==> src/rtl/id_ex_pipe_reg_if.sv <==
// ID/EX pipeline register bus: ID-side fields and hazard controls in, EX-side fields out.
// The slave modport is the register itself; the master modport is the ID stage / hazard unit.
interface id_ex_pipe_reg_if #(
  parameter int DATA_W = 32,
  parameter int REG_AW = 5,
  parameter int CNT_W  = 16
);
  logic              stall_i;
  logic              flush_i;
  logic              valid_i;
  logic [1:0]        alu_op_i;
  logic [3:0]        funct_i;
  logic              alu_src_i;
  logic              reg_write_i;
  logic              mem_read_i;
  logic              mem_write_i;
  logic              mem_to_reg_i;
  logic              branch_i;
  logic [DATA_W-1:0] pc_i;
  logic [DATA_W-1:0] rs1_data_i;
  logic [DATA_W-1:0] rs2_data_i;
  logic [DATA_W-1:0] imm_i;
  logic [REG_AW-1:0] rs1_addr_i;
  logic [REG_AW-1:0] rs2_addr_i;
  logic [REG_AW-1:0] rd_addr_i;

  logic              valid_o;
  logic [1:0]        alu_op_o;
  logic [3:0]        funct_o;
  logic              alu_src_o;
  logic              reg_write_o;
  logic              mem_read_o;
  logic              mem_write_o;
  logic              mem_to_reg_o;
  logic              branch_o;
  logic [DATA_W-1:0] pc_o;
  logic [DATA_W-1:0] rs1_data_o;
  logic [DATA_W-1:0] rs2_data_o;
  logic [DATA_W-1:0] imm_o;
  logic [REG_AW-1:0] rs1_addr_o;
  logic [REG_AW-1:0] rs2_addr_o;
  logic [REG_AW-1:0] rd_addr_o;
  logic [CNT_W-1:0]  bubble_cnt_o;

  modport master (
    output stall_i, flush_i, valid_i, alu_op_i, funct_i,
           alu_src_i, reg_write_i, mem_read_i, mem_write_i, mem_to_reg_i, branch_i,
           pc_i, rs1_data_i, rs2_data_i, imm_i, rs1_addr_i, rs2_addr_i, rd_addr_i,
    input  valid_o, alu_op_o, funct_o,
           alu_src_o, reg_write_o, mem_read_o, mem_write_o, mem_to_reg_o, branch_o,
           pc_o, rs1_data_o, rs2_data_o, imm_o, rs1_addr_o, rs2_addr_o, rd_addr_o,
           bubble_cnt_o
  );

  modport slave (
    input  stall_i, flush_i, valid_i, alu_op_i, funct_i,
           alu_src_i, reg_write_i, mem_read_i, mem_write_i, mem_to_reg_i, branch_i,
           pc_i, rs1_data_i, rs2_data_i, imm_i, rs1_addr_i, rs2_addr_i, rd_addr_i,
    output valid_o, alu_op_o, funct_o,
           alu_src_o, reg_write_o, mem_read_o, mem_write_o, mem_to_reg_o, branch_o,
           pc_o, rs1_data_o, rs2_data_o, imm_o, rs1_addr_o, rs2_addr_o, rd_addr_o,
           bubble_cnt_o
  );
endinterface

==> src/rtl/id_ex_pipe_reg.sv <==
// ID/EX pipeline register with stall (hold), flush (bubble insertion), valid bit
// and a saturating count of inserted bubbles.
module id_ex_pipe_reg #(
  parameter int DATA_W = 32,
  parameter int REG_AW = 5,
  parameter int CNT_W  = 16
) (
  input  logic             clk_i,
  input  logic             rst_i,
  id_ex_pipe_reg_if.slave  bus
);

  logic              valid_q;
  logic [1:0]        alu_op_q;
  logic [3:0]        funct_q;
  logic              alu_src_q;
  logic              reg_write_q;
  logic              mem_read_q;
  logic              mem_write_q;
  logic              mem_to_reg_q;
  logic              branch_q;
  logic [DATA_W-1:0] pc_q;
  logic [DATA_W-1:0] rs1_data_q;
  logic [DATA_W-1:0] rs2_data_q;
  logic [DATA_W-1:0] imm_q;
  logic [REG_AW-1:0] rs1_addr_q;
  logic [REG_AW-1:0] rs2_addr_q;
  logic [REG_AW-1:0] rd_addr_q;
  logic [CNT_W-1:0]  bubble_cnt_q;

  logic load_bubble;
  logic load_real;

  // An invalid ID slot is loaded exactly like a flush; a stall only holds when no flush is pending.
  always_comb begin
    load_bubble = bus.flush_i || (!bus.stall_i && !bus.valid_i);
    load_real   = !bus.flush_i && !bus.stall_i && bus.valid_i;
  end

  always_ff @(posedge clk_i) begin
    if (!rst_i || load_bubble) begin
      valid_q      <= 1'b0;
      alu_op_q     <= 2'b00;
      funct_q      <= 4'b0000;
      alu_src_q    <= 1'b0;
      reg_write_q  <= 1'b0;
      mem_read_q   <= 1'b0;
      mem_write_q  <= 1'b0;
      mem_to_reg_q <= 1'b0;
      branch_q     <= 1'b0;
      pc_q         <= '0;
      rs1_data_q   <= '0;
      rs2_data_q   <= '0;
      imm_q        <= '0;
      rs1_addr_q   <= '0;
      rs2_addr_q   <= '0;
      rd_addr_q    <= '0;
    end else if (load_real) begin
      valid_q      <= 1'b1;
      alu_op_q     <= bus.alu_op_i;
      funct_q      <= bus.funct_i;
      alu_src_q    <= bus.alu_src_i;
      reg_write_q  <= bus.reg_write_i;
      mem_read_q   <= bus.mem_read_i;
      mem_write_q  <= bus.mem_write_i;
      mem_to_reg_q <= bus.mem_to_reg_i;
      branch_q     <= bus.branch_i;
      pc_q         <= bus.pc_i;
      rs1_data_q   <= bus.rs1_data_i;
      rs2_data_q   <= bus.rs2_data_i;
      imm_q        <= bus.imm_i;
      rs1_addr_q   <= bus.rs1_addr_i;
      rs2_addr_q   <= bus.rs2_addr_i;
      rd_addr_q    <= bus.rd_addr_i;
    end
  end

  // Bubble counter sticks at all-ones so a long debug run never reads back as small.
  always_ff @(posedge clk_i) begin
    if (!rst_i) begin
      bubble_cnt_q <= '0;
    end else if (load_bubble && (bubble_cnt_q != {CNT_W{1'b1}})) begin
      bubble_cnt_q <= bubble_cnt_q + CNT_W'(1);
    end
  end

  assign bus.valid_o      = valid_q;
  assign bus.alu_op_o     = alu_op_q;
  assign bus.funct_o      = funct_q;
  assign bus.alu_src_o    = alu_src_q;
  assign bus.reg_write_o  = reg_write_q;
  assign bus.mem_read_o   = mem_read_q;
  assign bus.mem_write_o  = mem_write_q;
  assign bus.mem_to_reg_o = mem_to_reg_q;
  assign bus.branch_o     = branch_q;
  assign bus.pc_o         = pc_q;
  assign bus.rs1_data_o   = rs1_data_q;
  assign bus.rs2_data_o   = rs2_data_q;
  assign bus.imm_o        = imm_q;
  assign bus.rs1_addr_o   = rs1_addr_q;
  assign bus.rs2_addr_o   = rs2_addr_q;
  assign bus.rd_addr_o    = rd_addr_q;
  assign bus.bubble_cnt_o = bubble_cnt_q;

endmodule

==> src/flat_wrapper.sv <==
// flat-port wrapper written by rule: the top's interface ports become plain ports
module id_ex_pipe_reg_flat 
#(
  parameter int DATA_W = 32,
  parameter int REG_AW = 5,
  parameter int CNT_W  = 16
)
  (clk_i, rst_i, bus_stall_i, bus_flush_i, bus_valid_i, bus_alu_op_i, bus_funct_i, bus_alu_src_i, bus_reg_write_i, bus_mem_read_i, bus_mem_write_i, bus_mem_to_reg_i, bus_branch_i, bus_pc_i, bus_rs1_data_i, bus_rs2_data_i, bus_imm_i, bus_rs1_addr_i, bus_rs2_addr_i, bus_rd_addr_i, bus_valid_o, bus_alu_op_o, bus_funct_o, bus_alu_src_o, bus_reg_write_o, bus_mem_read_o, bus_mem_write_o, bus_mem_to_reg_o, bus_branch_o, bus_pc_o, bus_rs1_data_o, bus_rs2_data_o, bus_imm_o, bus_rs1_addr_o, bus_rs2_addr_o, bus_rd_addr_o, bus_bubble_cnt_o);
  id_ex_pipe_reg_if #(.DATA_W(DATA_W), .REG_AW(REG_AW), .CNT_W(CNT_W)) bus_i ();
  input  logic clk_i;
  input  logic rst_i;
  input wire logic [$bits(bus_i.stall_i)-1:0] bus_stall_i;
  input wire logic [$bits(bus_i.flush_i)-1:0] bus_flush_i;
  input wire logic [$bits(bus_i.valid_i)-1:0] bus_valid_i;
  input wire logic [$bits(bus_i.alu_op_i)-1:0] bus_alu_op_i;
  input wire logic [$bits(bus_i.funct_i)-1:0] bus_funct_i;
  input wire logic [$bits(bus_i.alu_src_i)-1:0] bus_alu_src_i;
  input wire logic [$bits(bus_i.reg_write_i)-1:0] bus_reg_write_i;
  input wire logic [$bits(bus_i.mem_read_i)-1:0] bus_mem_read_i;
  input wire logic [$bits(bus_i.mem_write_i)-1:0] bus_mem_write_i;
  input wire logic [$bits(bus_i.mem_to_reg_i)-1:0] bus_mem_to_reg_i;
  input wire logic [$bits(bus_i.branch_i)-1:0] bus_branch_i;
  input wire logic [$bits(bus_i.pc_i)-1:0] bus_pc_i;
  input wire logic [$bits(bus_i.rs1_data_i)-1:0] bus_rs1_data_i;
  input wire logic [$bits(bus_i.rs2_data_i)-1:0] bus_rs2_data_i;
  input wire logic [$bits(bus_i.imm_i)-1:0] bus_imm_i;
  input wire logic [$bits(bus_i.rs1_addr_i)-1:0] bus_rs1_addr_i;
  input wire logic [$bits(bus_i.rs2_addr_i)-1:0] bus_rs2_addr_i;
  input wire logic [$bits(bus_i.rd_addr_i)-1:0] bus_rd_addr_i;
  output wire logic [$bits(bus_i.valid_o)-1:0] bus_valid_o;
  output wire logic [$bits(bus_i.alu_op_o)-1:0] bus_alu_op_o;
  output wire logic [$bits(bus_i.funct_o)-1:0] bus_funct_o;
  output wire logic [$bits(bus_i.alu_src_o)-1:0] bus_alu_src_o;
  output wire logic [$bits(bus_i.reg_write_o)-1:0] bus_reg_write_o;
  output wire logic [$bits(bus_i.mem_read_o)-1:0] bus_mem_read_o;
  output wire logic [$bits(bus_i.mem_write_o)-1:0] bus_mem_write_o;
  output wire logic [$bits(bus_i.mem_to_reg_o)-1:0] bus_mem_to_reg_o;
  output wire logic [$bits(bus_i.branch_o)-1:0] bus_branch_o;
  output wire logic [$bits(bus_i.pc_o)-1:0] bus_pc_o;
  output wire logic [$bits(bus_i.rs1_data_o)-1:0] bus_rs1_data_o;
  output wire logic [$bits(bus_i.rs2_data_o)-1:0] bus_rs2_data_o;
  output wire logic [$bits(bus_i.imm_o)-1:0] bus_imm_o;
  output wire logic [$bits(bus_i.rs1_addr_o)-1:0] bus_rs1_addr_o;
  output wire logic [$bits(bus_i.rs2_addr_o)-1:0] bus_rs2_addr_o;
  output wire logic [$bits(bus_i.rd_addr_o)-1:0] bus_rd_addr_o;
  output wire logic [$bits(bus_i.bubble_cnt_o)-1:0] bus_bubble_cnt_o;
  assign bus_i.stall_i = bus_stall_i;
  assign bus_i.flush_i = bus_flush_i;
  assign bus_i.valid_i = bus_valid_i;
  assign bus_i.alu_op_i = bus_alu_op_i;
  assign bus_i.funct_i = bus_funct_i;
  assign bus_i.alu_src_i = bus_alu_src_i;
  assign bus_i.reg_write_i = bus_reg_write_i;
  assign bus_i.mem_read_i = bus_mem_read_i;
  assign bus_i.mem_write_i = bus_mem_write_i;
  assign bus_i.mem_to_reg_i = bus_mem_to_reg_i;
  assign bus_i.branch_i = bus_branch_i;
  assign bus_i.pc_i = bus_pc_i;
  assign bus_i.rs1_data_i = bus_rs1_data_i;
  assign bus_i.rs2_data_i = bus_rs2_data_i;
  assign bus_i.imm_i = bus_imm_i;
  assign bus_i.rs1_addr_i = bus_rs1_addr_i;
  assign bus_i.rs2_addr_i = bus_rs2_addr_i;
  assign bus_i.rd_addr_i = bus_rd_addr_i;
  assign bus_valid_o = bus_i.valid_o;
  assign bus_alu_op_o = bus_i.alu_op_o;
  assign bus_funct_o = bus_i.funct_o;
  assign bus_alu_src_o = bus_i.alu_src_o;
  assign bus_reg_write_o = bus_i.reg_write_o;
  assign bus_mem_read_o = bus_i.mem_read_o;
  assign bus_mem_write_o = bus_i.mem_write_o;
  assign bus_mem_to_reg_o = bus_i.mem_to_reg_o;
  assign bus_branch_o = bus_i.branch_o;
  assign bus_pc_o = bus_i.pc_o;
  assign bus_rs1_data_o = bus_i.rs1_data_o;
  assign bus_rs2_data_o = bus_i.rs2_data_o;
  assign bus_imm_o = bus_i.imm_o;
  assign bus_rs1_addr_o = bus_i.rs1_addr_o;
  assign bus_rs2_addr_o = bus_i.rs2_addr_o;
  assign bus_rd_addr_o = bus_i.rd_addr_o;
  assign bus_bubble_cnt_o = bus_i.bubble_cnt_o;
  id_ex_pipe_reg #(.DATA_W(DATA_W), .REG_AW(REG_AW), .CNT_W(CNT_W)) u_core (.clk_i(clk_i), .rst_i(rst_i), .bus(bus_i));
endmodule
==> config.mk <==
export PLATFORM = sky130hd
export DESIGN_NAME = id_ex_pipe_reg_flat
export DESIGN_NICKNAME = d
export VERILOG_FILES = /design/src/rtl/id_ex_pipe_reg_if.sv /design/src/rtl/id_ex_pipe_reg.sv /design/src/flat_wrapper.sv
export SDC_FILE = /design/constraint.sdc
export NUM_CORES = 1
export LEC_CHECK = 0
export CAP_MARGIN = 20
export CELL_PAD_IN_SITES_DETAIL_PLACEMENT = 1
export CELL_PAD_IN_SITES_GLOBAL_PLACEMENT = 2
export CORE_MARGIN = 1
export CORE_UTILIZATION = 22
export DETAILED_ROUTE_END_ITERATION = 8
export PLACE_DENSITY_LB_ADDON = 0.12
export SYNTH_ARGS = -nofsm -noshare
export SYNTH_HDL_FRONTEND = slang
export SYNTH_SLANG_ARGS = --single-unit
export TNS_END_PERCENT = 10
==> constraint.sdc <==
create_clock -name clk_i -period 4.2 [get_ports clk_i]
set_clock_uncertainty 0.15 [all_clocks]
set_input_delay 0.42 -clock clk_i [delete_from_list [all_inputs] [get_ports clk_i]]
set_output_delay 0.42 -clock clk_i [all_outputs]
set_load 0.02 [all_outputs]
-- Word level (Yosys, flattened, before mapping)
Cells that the tools add are included.
- register bits: 172
- latch bits: 0
- memory bits (writable): 0
- ROM bits: 0
- output and inout port bits: 172
- memories: 0
- add/sub/neg operators: 1
- $mul: 0
- divide/modulo/power cells: 0
- $lt $le $gt $ge: 0
- equality and inequality tests: 1
- shift operators: 0
- multiplexer cells: 0
- bitwise operators: 0
- reduce and logical (&&, ||, !) cells: 10
- operator list (kind ; count):
    adder 16 x 1 -> 16 bit, second input constant ; 1
    inequality test 16 bit, second input constant ; 1
    logical AND 1 bit ; 4
    logical NOT 1 bit ; 4
    logical OR 1 bit ; 2

-- Longest topological paths before layout
Gate-level depths: netlist of run 1.
- depth in word-level cells: 4
- gate-level depth with buffers: 6
- gate-level depth less buffers: 5

-- Worst setup path after synthesis of run 1
No wires, ideal clock.
- path type: register to register
- start: reg u_core.bubble_cnt_q[0] (netlist: u_core.bus.bubble_cnt_o[0])
- end: reg u_core.bubble_cnt_q[2] (netlist: u_core.bus.bubble_cnt_o[2])
- setup time: 0.091 ns
- arrival time: 1.694 ns
- slack: 2.265 ns
- cell stages (with the launch flop): 6
- buffers on the path: 0
- clock period less this slack: 1.935 ns
- cells stage by stage: dfxtp_1 > ha_1 > nand3_1 > nor4_4 > nor2_1 > a311oi_1
- longest elaborated chain between the ends: 2
- elaborated cells between the ends (all ways): 3
- classes of those cells: add/sub (1); eq/ne (1); reduce/logical (1)
- ends and longest elaborated chain (element ; RTL line ; source):
    start, declared ; id_ex_pipe_reg.sv:29 ; logic [CNT_W-1:0] bubble_cnt_q;
    start signal, assigned ; id_ex_pipe_reg.sv:83 ; bubble_cnt_q <= bubble_cnt_q + CNT_W'(1);
    parallel branches: the longest is 2 deep, another holds adder 16 x 1 -> 16 bit ; - ;
Parallel ways; which one is timed is not known.
A chain may end at the register's enable or synchronous reset.

-- Final worst setup path of run 1
- start: reg u_core.bubble_cnt_q[2] (netlist: u_core.bus.bubble_cnt_o[2])
- end: out bus_bubble_cnt_o[2]
- RTL lines (element ; RTL line ; source):
    end, declared ; flat_wrapper.sv:46 ; output wire logic [$bits(bus_i.bubble_cnt_o)-1:0] bus_bubble_cnt_o;
No word-level cell between the ends.

==> results of run 1 <==
[layout make-up]
class,count,area [um^2]
Fill cell,3171,16700
Sequential cell,172,3440
Timing Repair Buffer,338,3440
Multi-Input combinational cell,549,2510
Tap cell,372,465
Clock buffer,18,439
Clock inverter,12,161
Inverter,4,15.0
[cell usage in the layout, fill, tap and decap left out, types with 2 or more instances in the layout]
| cell type | n |
|---|---|
| sky130_fd_sc_hd__nor4_1 | 4 |
| sky130_fd_sc_hd__clkinvlp_4 | 3 |
| sky130_fd_sc_hd__nand3_1 | 5 |
| sky130_fd_sc_hd__or4_1 | 2 |
| sky130_fd_sc_hd__inv_1 | 4 |
| sky130_fd_sc_hd__a211oi_1 | 2 |
| sky130_fd_sc_hd__clkbuf_16 | 17 |
| sky130_fd_sc_hd__o21ai_0 | 3 |
| sky130_fd_sc_hd__buf_12 | 6 |
| sky130_fd_sc_hd__inv_6 | 4 |
| sky130_fd_sc_hd__a21oi_1 | 158 |
| sky130_fd_sc_hd__nand4_1 | 4 |
| sky130_fd_sc_hd__nand2b_1 | 7 |
| sky130_fd_sc_hd__and4_1 | 2 |
| sky130_fd_sc_hd__bufinv_16 | 3 |
| sky130_fd_sc_hd__nor2_1 | 6 |
| sky130_fd_sc_hd__clkdlybuf4s50_1 | 331 |
| sky130_fd_sc_hd__nand2_1 | 326 |
| sky130_fd_sc_hd__nor3_1 | 4 |
| sky130_fd_sc_hd__dfxtp_1 | 172 |
| sky130_fd_sc_hd__mux2i_1 | 9 |
[metrics by stage]
stage | instance area, um^2 | std cells | hold slack [ps]
floorplan | 6160 | 779 | 385
global placement | 9880 | 1435 | 292
detailed placement | 9880 | 1435 | 297
CTS | 10500 | 1465 | 305
global route | 10500 | 1465 | 323
finish | 10500 | 1465 | 301
[routing by layer]
metal	track usage [%]	routed length [um]
met5	0	0
met4	4.07	221
met3	6.93	2160
met2	26.0	10800
met1	18.5	9880
[worst paths after layout]
check | start | endpoint | slack [ps] | cells after the start
worst max-delay path | u_core.bus.bubble_cnt_o[2]$_SDFFE_PN0P_ | bus_bubble_cnt_o[2] | 2010 | 1
worst min-delay path | u_core.bus.pc_o[23]$_SDFFE_PP0P_ | u_core.bus.pc_o[23]$_SDFFE_PP0P_ | 300 | 2
worst max register to register | u_core.bus.bubble_cnt_o[0]$_SDFFE_PN0P_ | u_core.bus.bubble_cnt_o[2]$_SDFFE_PN0P_ | 2060 | 5
worst min register to register | u_core.bus.pc_o[23]$_SDFFE_PP0P_ | u_core.bus.pc_o[23]$_SDFFE_PP0P_ | 300 | 2
[cell families (layout without fill, tap and decap cells)]
kind of cell | after synthesis | after routing | share of synthesized area (%)
and+or+nand+nor | 369 | 369 | 24.6
DFF | 172 | 172 | 55.9
AOI/OAI and AO/OA | 170 | 170 | 14.3
buffers and inverters | 58 | 372 | 3.55
muxes | 9 | 9 | 1.46
adders and majority gates | 1 | 1 | 0.203
[cell usage after synthesis]
library cell,number
sky130_fd_sc_hd__o21ai_0,3
sky130_fd_sc_hd__ha_1,1
sky130_fd_sc_hd__or3b_1,1
sky130_fd_sc_hd__nor3_1,4
sky130_fd_sc_hd__buf_2,1
sky130_fd_sc_hd__nor2_1,6
sky130_fd_sc_hd__nor4_1,4
sky130_fd_sc_hd__a211oi_1,2
sky130_fd_sc_hd__a311oi_1,1
sky130_fd_sc_hd__o31ai_1,1
sky130_fd_sc_hd__inv_1,4
sky130_fd_sc_hd__nand3_1,5
sky130_fd_sc_hd__nor4_4,1
sky130_fd_sc_hd__and4_1,2
sky130_fd_sc_hd__clkbuf_1,48
sky130_fd_sc_hd__nand2b_1,7
sky130_fd_sc_hd__mux2i_1,9
sky130_fd_sc_hd__o2111ai_1,1
sky130_fd_sc_hd__buf_1,5
sky130_fd_sc_hd__dfxtp_1,172
sky130_fd_sc_hd__nand4_4,1
sky130_fd_sc_hd__or3b_2,1
sky130_fd_sc_hd__a21oi_1,158
sky130_fd_sc_hd__or3_1,1
sky130_fd_sc_hd__o221a_2,1
sky130_fd_sc_hd__nand2_1,327
sky130_fd_sc_hd__o41ai_1,1
sky130_fd_sc_hd__o21ba_2,1
sky130_fd_sc_hd__nor2b_1,1
sky130_fd_sc_hd__nand4_1,4
sky130_fd_sc_hd__or4_1,2
sky130_fd_sc_hd__or3_4,1
sky130_fd_sc_hd__a21boi_0,1
sky130_fd_sc_hd__nor3b_1,1
[power groups by stage]
stage                     Clock [W]  Sequential [W]  Combinational (W)
after floorplan                   0         0.00172          0.0000906
after global placement            0         0.00170           0.000342
after detailed placement          0         0.00170           0.000344
after CTS                   0.00172         0.00166           0.000346
after global routing        0.00180         0.00166           0.000366
final                       0.00166         0.00166           0.000338
[state kept, by name, summed over array words and instances (netlist names), 4 cells and up]
| name | count |
|---|---|
| u_core.bus.imm_o | 32 |
| u_core.bus.pc_o | 32 |
| u_core.bus.rs1_data_o | 32 |
| u_core.bus.rs2_data_o | 32 |
| u_core.bus.bubble_cnt_o | 16 |
| u_core.bus.rd_addr_o | 5 |
| u_core.bus.rs1_addr_o | 5 |
| u_core.bus.rs2_addr_o | 5 |
| u_core.bus.funct_o | 4 |
==> impl_metrics.prom, run 1 <==
# TYPE chip_impl_metric gauge
chip_impl_metric{name="power",unit="W"} 0.00365
chip_impl_metric{name="grt_first_pass_wirelength",unit="um"} 35000
chip_impl_metric{name="postCtsResizedCells",unit=""} 0
chip_impl_metric{name="place_ws",unit="ps"} 1630
chip_impl_metric{name="postSynthRegisterBits",unit=""} 172
chip_impl_metric{name="seq_power_share",unit="%"} 45.4
chip_impl_metric{name="detail_route.wl_per_cell",unit="um"} 15.7
chip_impl_metric{name="drt-initial-drc-count",unit=""} 228
chip_impl_metric{name="gpl.final_weighted_congestion",unit=""} 0.736
chip_impl_metric{name="critical_path_peak_fanout",unit=""} 8
chip_impl_metric{name="final_hold_violations",unit=""} 0
chip_impl_metric{name="power.static_leakage",unit="nW"} 3.43
chip_impl_metric{name="yosys.cell_types.count",unit=""} 34
chip_impl_metric{name="cts_setup_buffers",unit=""} 0
chip_impl_metric{name="num_vias",unit=""} 6231
chip_impl_metric{name="synth_top_area_share",unit="%"} 55.9
chip_impl_info{name="path_class",value="flip-flop to output port"} 1
chip_impl_metric{name="internal_power",unit="W"} 0.00279
chip_impl_info{name="worst_path_dominant_cell_family",value="buffers and inverters"} 1
chip_impl_metric{name="detail_route.drc_violations",unit=""} 0
chip_impl_info{name="critPathCaptureType",value="output port"} 1
chip_impl_metric{name="die_y",unit="um"} 169
chip_impl_info{name="worst_path_max_delay_cell",value="sky130_fd_sc_hd__clkdlybuf4s50_1"} 1
chip_impl_info{name="timing.critical_path.cells",value="clkdlybuf4s50_1"} 1
chip_impl_metric{name="p_sw_share",unit="%"} 23.5
chip_impl_metric{name="port_buffers",unit=""} 331
chip_impl_metric{name="final.period_utilization",unit="%"} 52.1
chip_impl_metric{name="power.clock.fraction",unit="%"} 45.3
chip_impl_info{name="tritoncts",value="done"} 1
chip_impl_metric{name="finalMaxSlewViolations",unit=""} 0
chip_impl_metric{name="core_area",unit="mm^2"} 0.0272
chip_impl_info{name="min_path_type",value="flip-flop to flip-flop"} 1
chip_impl_metric{name="synth.avg_cell_area",unit="um^2"} 7.91
chip_impl_metric{name="synth.yosys.warnings",unit=""} 0
chip_impl_metric{name="antennaDiodeCount",unit=""} 0
chip_impl_metric{name="synth.net_count",unit=""} 940
chip_impl_metric{name="final_critical_path_setup_slack",unit="ps"} 2010
chip_impl_info{name="unrepaired_setup_endpoints_after_global_routing",value="no"} 1
chip_impl_metric{name="area_delta_synth_final",unit="%"} 70.1
chip_impl_metric{name="cpPeakStageDelay",unit="ps"} 670
chip_impl_metric{name="worst_ep_required_time",unit="ps"} 3630
chip_impl_metric{name="clkSinkCount",unit=""} 172
chip_impl_metric{name="post_synth_inst_count",unit=""} 779
chip_impl_metric{name="grt_usage",unit="%"} 15.7
chip_impl_metric{name="clk_pin_slew_worst_paths",unit="ps"} 80
chip_impl_info{name="cts_root_buf",value="sky130_fd_sc_hd__clkbuf_16"} 1
chip_impl_metric{name="grt_antenna_before_repair",unit=""} 0
chip_impl_metric{name="timing.final.setup_violations",unit=""} 0
chip_impl_metric{name="firstDrtPassIters",unit=""} 5
chip_impl_metric{name="worst_ir_drop_vdd",unit="mV"} 0.185
chip_impl_info{name="run_status",value="finished, final reports clean"} 1
chip_impl_metric{name="antenna_left",unit=""} 0
chip_impl_metric{name="power.switching",unit="W"} 0.000860
chip_impl_metric{name="cts_made_buffers",unit=""} 17
chip_impl_info{name="top_cell_type_by_total_area_after_synthesis",value="sky130_fd_sc_hd__dfxtp_1"} 1
chip_impl_metric{name="finalNetCount",unit=""} 1243
chip_impl_metric{name="first_global_vias",unit=""} 6177
chip_impl_metric{name="postRouteWirelength",unit="um"} 23100
chip_impl_metric{name="die_area",unit="mm^2"} 0.0287
chip_impl_metric{name="floorplan.initialDensity",unit="%"} 22.7
chip_impl_metric{name="clk-insertion-delay-late",unit="ps"} 420
chip_impl_metric{name="cts_hold_buf",unit=""} 0
chip_impl_metric{name="grt_start_max_net_pins",unit=""} 157
chip_impl_metric{name="synth-seq-area-share",unit="%"} 55.9
chip_impl_metric{name="row_count",unit=""} 60
chip_impl_info{name="start_kind",value="flip-flop"} 1
chip_impl_metric{name="slew-limit-headroom",unit="%"} 42.6
chip_impl_metric{name="worst_margin_pin_slew",unit="ps"} 862
chip_impl_metric{name="final_layout_size_suffix_gt1_share",unit="%"} 4.12
chip_impl_metric{name="timing.critical_path.buf_inv",unit=""} 1
chip_impl_metric{name="power-per-cell-area",unit="mW/mm^2"} 349
chip_impl_metric{name="io-pin-count",unit=""} 332
chip_impl_metric{name="syn_area",unit="mm^2"} 0.00616
chip_impl_metric{name="fmax",unit="MHz"} 457
chip_impl_metric{name="hpwlAfterDp",unit="um"} 15600
chip_impl_metric{name="post_drt_via_cell_ratio",unit=""} 4.25
chip_impl_info{name="synth.area.top_cells",value="sky130_fd_sc_hd__dfxtp_1, sky130_fd_sc_hd__nand2_1, sky130_fd_sc_hd__a21oi_1, sky130_fd_sc_hd__clkbuf_1, sky130_fd_sc_hd__mux2i_1"} 1
chip_impl_metric{name="power.combinational.fraction",unit="%"} 9.2
chip_impl_metric{name="grt_remaining_overflow",unit=""} 0
chip_impl_metric{name="cts_htree_levels",unit=""} 4
chip_impl_metric{name="timing.max_cap.violations",unit=""} 0
chip_impl_metric{name="critPathArrivalTime",unit="ps"} 1620
chip_impl_metric{name="finish.utilization",unit="%"} 38.6
chip_impl_metric{name="fin_crit",unit="ps"} 2190
chip_impl_metric{name="maximum_buffer_depth_of_the_clock_tree",unit=""} 2
chip_impl_metric{name="setup_tns",unit="ps"} 0
chip_impl_metric{name="die_w",unit="um"} 169
Note: power is estimated with default switching activity, not from simulation.
==> run 2, diff against run 1 <==
CORE_UTILIZATION = 18   (was 22)
clock period = 1.8 ns   (was 4.2 ns; I/O delays follow)
==> run 2 against run 1 <==
Effect of this change: final cell count increased by 9.5%; largest power group unchanged; sequential share of layout area down 2.2 points; critical path type is now flip-flop to flip-flop; clock-buffer cell count increased by 2; sequential cell count did not move; via count up 4.3%.
==> impl_metrics.prom, run 2 (synthesized netlist as in run 1, its figures left out) <==
# TYPE chip_impl_metric gauge
chip_impl_metric{name="fmax",unit="MHz"} 567
chip_impl_info{name="cts_root_buf",value="sky130_fd_sc_hd__clkbuf_16"} 1
chip_impl_metric{name="seq_power_share",unit="%"} 45.4
chip_impl_metric{name="power",unit="W"} 0.00853
chip_impl_info{name="run_status",value="finished, final reports clean"} 1
chip_impl_metric{name="row_count",unit=""} 67
chip_impl_info{name="unrepaired_setup_endpoints_after_global_routing",value="yes"} 1
chip_impl_metric{name="p_sw_share",unit="%"} 24.0
chip_impl_metric{name="worst_ep_required_time",unit="ps"} 2020
chip_impl_metric{name="dpl-instance-area",unit="mm^2"} 0.0106
chip_impl_metric{name="gpl.final_weighted_congestion",unit=""} 0.725
chip_impl_metric{name="post_drt_via_cell_ratio",unit=""} 4.05
chip_impl_metric{name="cpPeakStageDelay",unit="ps"} 410
chip_impl_metric{name="timing.final.setup_violations",unit=""} 0
chip_impl_info{name="crit-reg2reg-launch",value="u_core.bus.bubble_cnt_o[1]$_SDFFE_PN0P_"} 1
chip_impl_metric{name="io-pin-count",unit=""} 332
chip_impl_metric{name="detail_route.drc_violations",unit=""} 0
chip_impl_metric{name="die_y",unit="um"} 187
chip_impl_metric{name="die_area",unit="mm^2"} 0.0350
chip_impl_metric{name="final.period_utilization",unit="%"} 98.1
chip_impl_info{name="critPathCaptureType",value="flip-flop"} 1
chip_impl_metric{name="area_delta_synth_final",unit="%"} 82.6
chip_impl_metric{name="critical_path_peak_fanout",unit=""} 5
chip_impl_metric{name="power-per-cell-area",unit="mW/mm^2"} 758
chip_impl_metric{name="clk-insertion-delay-late",unit="ps"} 440
chip_impl_metric{name="antenna_left",unit=""} 0
chip_impl_info{name="start_kind",value="flip-flop"} 1
chip_impl_metric{name="timing.max_cap.violations",unit=""} 0
chip_impl_metric{name="cts_htree_levels",unit=""} 4
chip_impl_metric{name="hpwlAfterDp",unit="um"} 18800
chip_impl_metric{name="core_area",unit="mm^2"} 0.0336
chip_impl_metric{name="cts_hold_buf",unit=""} 0
chip_impl_metric{name="floorplan.initialDensity",unit="%"} 18.3
chip_impl_metric{name="finalNetCount",unit=""} 1304
chip_impl_metric{name="maximum_buffer_depth_of_the_clock_tree",unit=""} 2
chip_impl_metric{name="grt_antenna_before_repair",unit=""} 0
chip_impl_info{name="crit-reg2reg-capture",value="u_core.bus.bubble_cnt_o[13]$_SDFFE_PN0P_"} 1
chip_impl_metric{name="cts_made_buffers",unit=""} 17
chip_impl_metric{name="worst_margin_pin_slew",unit="ps"} 367
chip_impl_info{name="worst_path_max_delay_cell",value="sky130_fd_sc_hd__or4_4"} 1
chip_impl_metric{name="power.clock.fraction",unit="%"} 44.0
chip_impl_info{name="hold_path_end",value="u_core.bus.rs1_data_o[7]$_SDFFE_PP0P_"} 1
chip_impl_metric{name="first_global_vias",unit=""} 6727
chip_impl_metric{name="final_layout_size_suffix_gt1_share",unit="%"} 10.2
chip_impl_metric{name="worstHoldPathCells",unit=""} 3
chip_impl_metric{name="detail_route.wl_per_cell",unit="um"} 15.9
chip_impl_metric{name="num_vias",unit=""} 6501
chip_impl_metric{name="cts_setup_buffers",unit=""} 0
chip_impl_metric{name="fin_crit",unit="ps"} 1770
chip_impl_info{name="path_class",value="flip-flop to flip-flop"} 1
chip_impl_info{name="timing.critical_path.cells",value="buf_6, nand4_1, or3_4, or4_4, a21oi_1"} 1
chip_impl_metric{name="reg2reg_slack",unit="ps"} 30
chip_impl_metric{name="power.static_leakage",unit="nW"} 4.59
chip_impl_metric{name="critPathArrivalTime",unit="ps"} 1980
chip_impl_metric{name="place_ws",unit="ps"} -290
chip_impl_metric{name="final_critical_path_setup_slack",unit="ps"} 34.9
chip_impl_metric{name="ff2ff_path_depth",unit=""} 5
chip_impl_metric{name="power.combinational.fraction",unit="%"} 10.6
chip_impl_metric{name="port_buffers",unit=""} 331
chip_impl_metric{name="power.switching",unit="W"} 0.00205
chip_impl_metric{name="grt_usage",unit="%"} 14.7
chip_impl_metric{name="finalInstanceArea",unit="mm^2"} 0.0112
chip_impl_metric{name="grt_first_pass_wirelength",unit="um"} 39700
chip_impl_info{name="min_path_type",value="input port to flip-flop"} 1
chip_impl_metric{name="internal_power",unit="W"} 0.00648
chip_impl_metric{name="antennaDiodeCount",unit=""} 0
chip_impl_metric{name="postRouteWirelength",unit="um"} 25400
chip_impl_metric{name="grt_remaining_overflow",unit=""} 0
chip_impl_metric{name="die_w",unit="um"} 187
chip_impl_metric{name="finalMaxSlewViolations",unit=""} 0
chip_impl_metric{name="grt_start_max_net_pins",unit=""} 68
chip_impl_metric{name="slew-limit-headroom",unit="%"} 75.4
chip_impl_info{name="hold_path_startpoint",value="bus_rs1_data_i[7]"} 1
chip_impl_metric{name="clkSinkCount",unit=""} 172
chip_impl_metric{name="firstDrtPassIters",unit=""} 4
chip_impl_metric{name="final_hold_violations",unit=""} 0
chip_impl_info{name="tritoncts",value="done"} 1
chip_impl_metric{name="drt-initial-drc-count",unit=""} 199
chip_impl_info{name="final_cell_mix",value="sky130_fd_sc_hd__nand2_1, sky130_fd_sc_hd__clkdlybuf4s50_1, sky130_fd_sc_hd__dfxtp_1, sky130_fd_sc_hd__a21oi_1, sky130_fd_sc_hd__buf_4"} 1
chip_impl_metric{name="worst_ir_drop_vdd",unit="mV"} 0.628
chip_impl_metric{name="setup_tns",unit="ps"} 0
chip_impl_metric{name="clk_pin_slew_worst_paths",unit="ps"} 70
chip_impl_info{name="layout_commonest_cell",value="sky130_fd_sc_hd__nand2_1"} 1
## run 2: cell types whose count changed in the layout (fill, tap and decap cells not counted), moves of 10 or more
cell | before | now
sky130_fd_sc_hd__buf_12 | 6 | 16
sky130_fd_sc_hd__buf_4 | 1 | 51
sky130_fd_sc_hd__clkdlybuf4s50_1 | 331 | 268
sky130_fd_sc_hd__dlygate4sd2_1 | 0 | 26
sky130_fd_sc_hd__dlymetal6s2s_1 | 0 | 37
## run 2: how the worst max path moves through the flow
stage                                            start  slack (ps)  cells past startpoint                                       end
3_3_place_gp                               bus_valid_i        -260                      5  u_core.bus.bubble_cnt_o[15]$_SDFFE_PN0P_
6_report       u_core.bus.bubble_cnt_o[1]$_SDFFE_PN0P_          30                      5  u_core.bus.bubble_cnt_o[13]$_SDFFE_PN0P_
4_1_cts        u_core.bus.bubble_cnt_o[1]$_SDFFE_PN0P_          -1                      5  u_core.bus.bubble_cnt_o[13]$_SDFFE_PN0P_
5_1_grt        u_core.bus.bubble_cnt_o[3]$_SDFFE_PN0P_         -30                      4  u_core.bus.bubble_cnt_o[13]$_SDFFE_PN0P_
2_1_floorplan  u_core.bus.bubble_cnt_o[1]$_SDFFE_PN0P_         -20                      5  u_core.bus.bubble_cnt_o[10]$_SDFFE_PN0P_
3_5_place_dp                               bus_valid_i        -290                      5  u_core.bus.bubble_cnt_o[15]$_SDFFE_PN0P_
## run 2: per-layer routing
metal  wire, um  global-route usage [%]  up-vias
met5          0                       0        -
met4        280                    4.35        0
met3       2290                    7.00       13
met2      11600                    23.2      198
met1      11300                    17.8     3020
li1           -                       -     3270
## run 2: cell type report
class	instances	area, um^2
Fill cell	3899	22400
Timing Repair Buffer	399	4090
Sequential cell	172	3450
Multi-Input combinational cell	549	2550
Tap cell	448	561
Clock buffer	20	457
Clock inverter	12	121
Inverter	4	15.0
## run 2: repair_timing
action                     CTS  global route
pin swaps                    0             3
gates resized for setup     27            49
setup endpoints to repair   28            44
## run 2: metrics by stage
step | utilization [%] | instances | hold WS (ps)
floorplan | - | 779 | 166
global placement | 31.4 | 1572 | 289
detailed placement | 31.4 | 1572 | 294
CTS | 33.1 | 1604 | 94.7
global route | 33.5 | 1604 | 114
finish | 33.5 | 1604 | 129
## run 2: critical path, delay by kind of cell, from the launching register on
| family | cells | cell delay, ps |
|---|---|---|
| simple gates | 3 | 920 |
| flops | 1 | 370 |
| compound gates | 1 | 160 |
| buf+inv | 1 | 90 |
## run 2: power groups by stage
stage	Clock [W]	Combinational, W	Sequential (W)
5_1_grt	0.00411	0.000985	0.00388
3_5_place_dp	0	0.000920	0.00396
6_report	0.00376	0.000901	0.00387
3_3_place_gp	0	0.000921	0.00396
2_1_floorplan	0	0.000211	0.00401
4_1_cts	0.00395	0.000919	0.00387
==> run 3, diff against run 2 <==
GPL_ROUTABILITY_DRIVEN = 0   (was not set)
==> results of run 3 <==
Same layout as run 2: the final DEF is identical, and so are final timing and power.
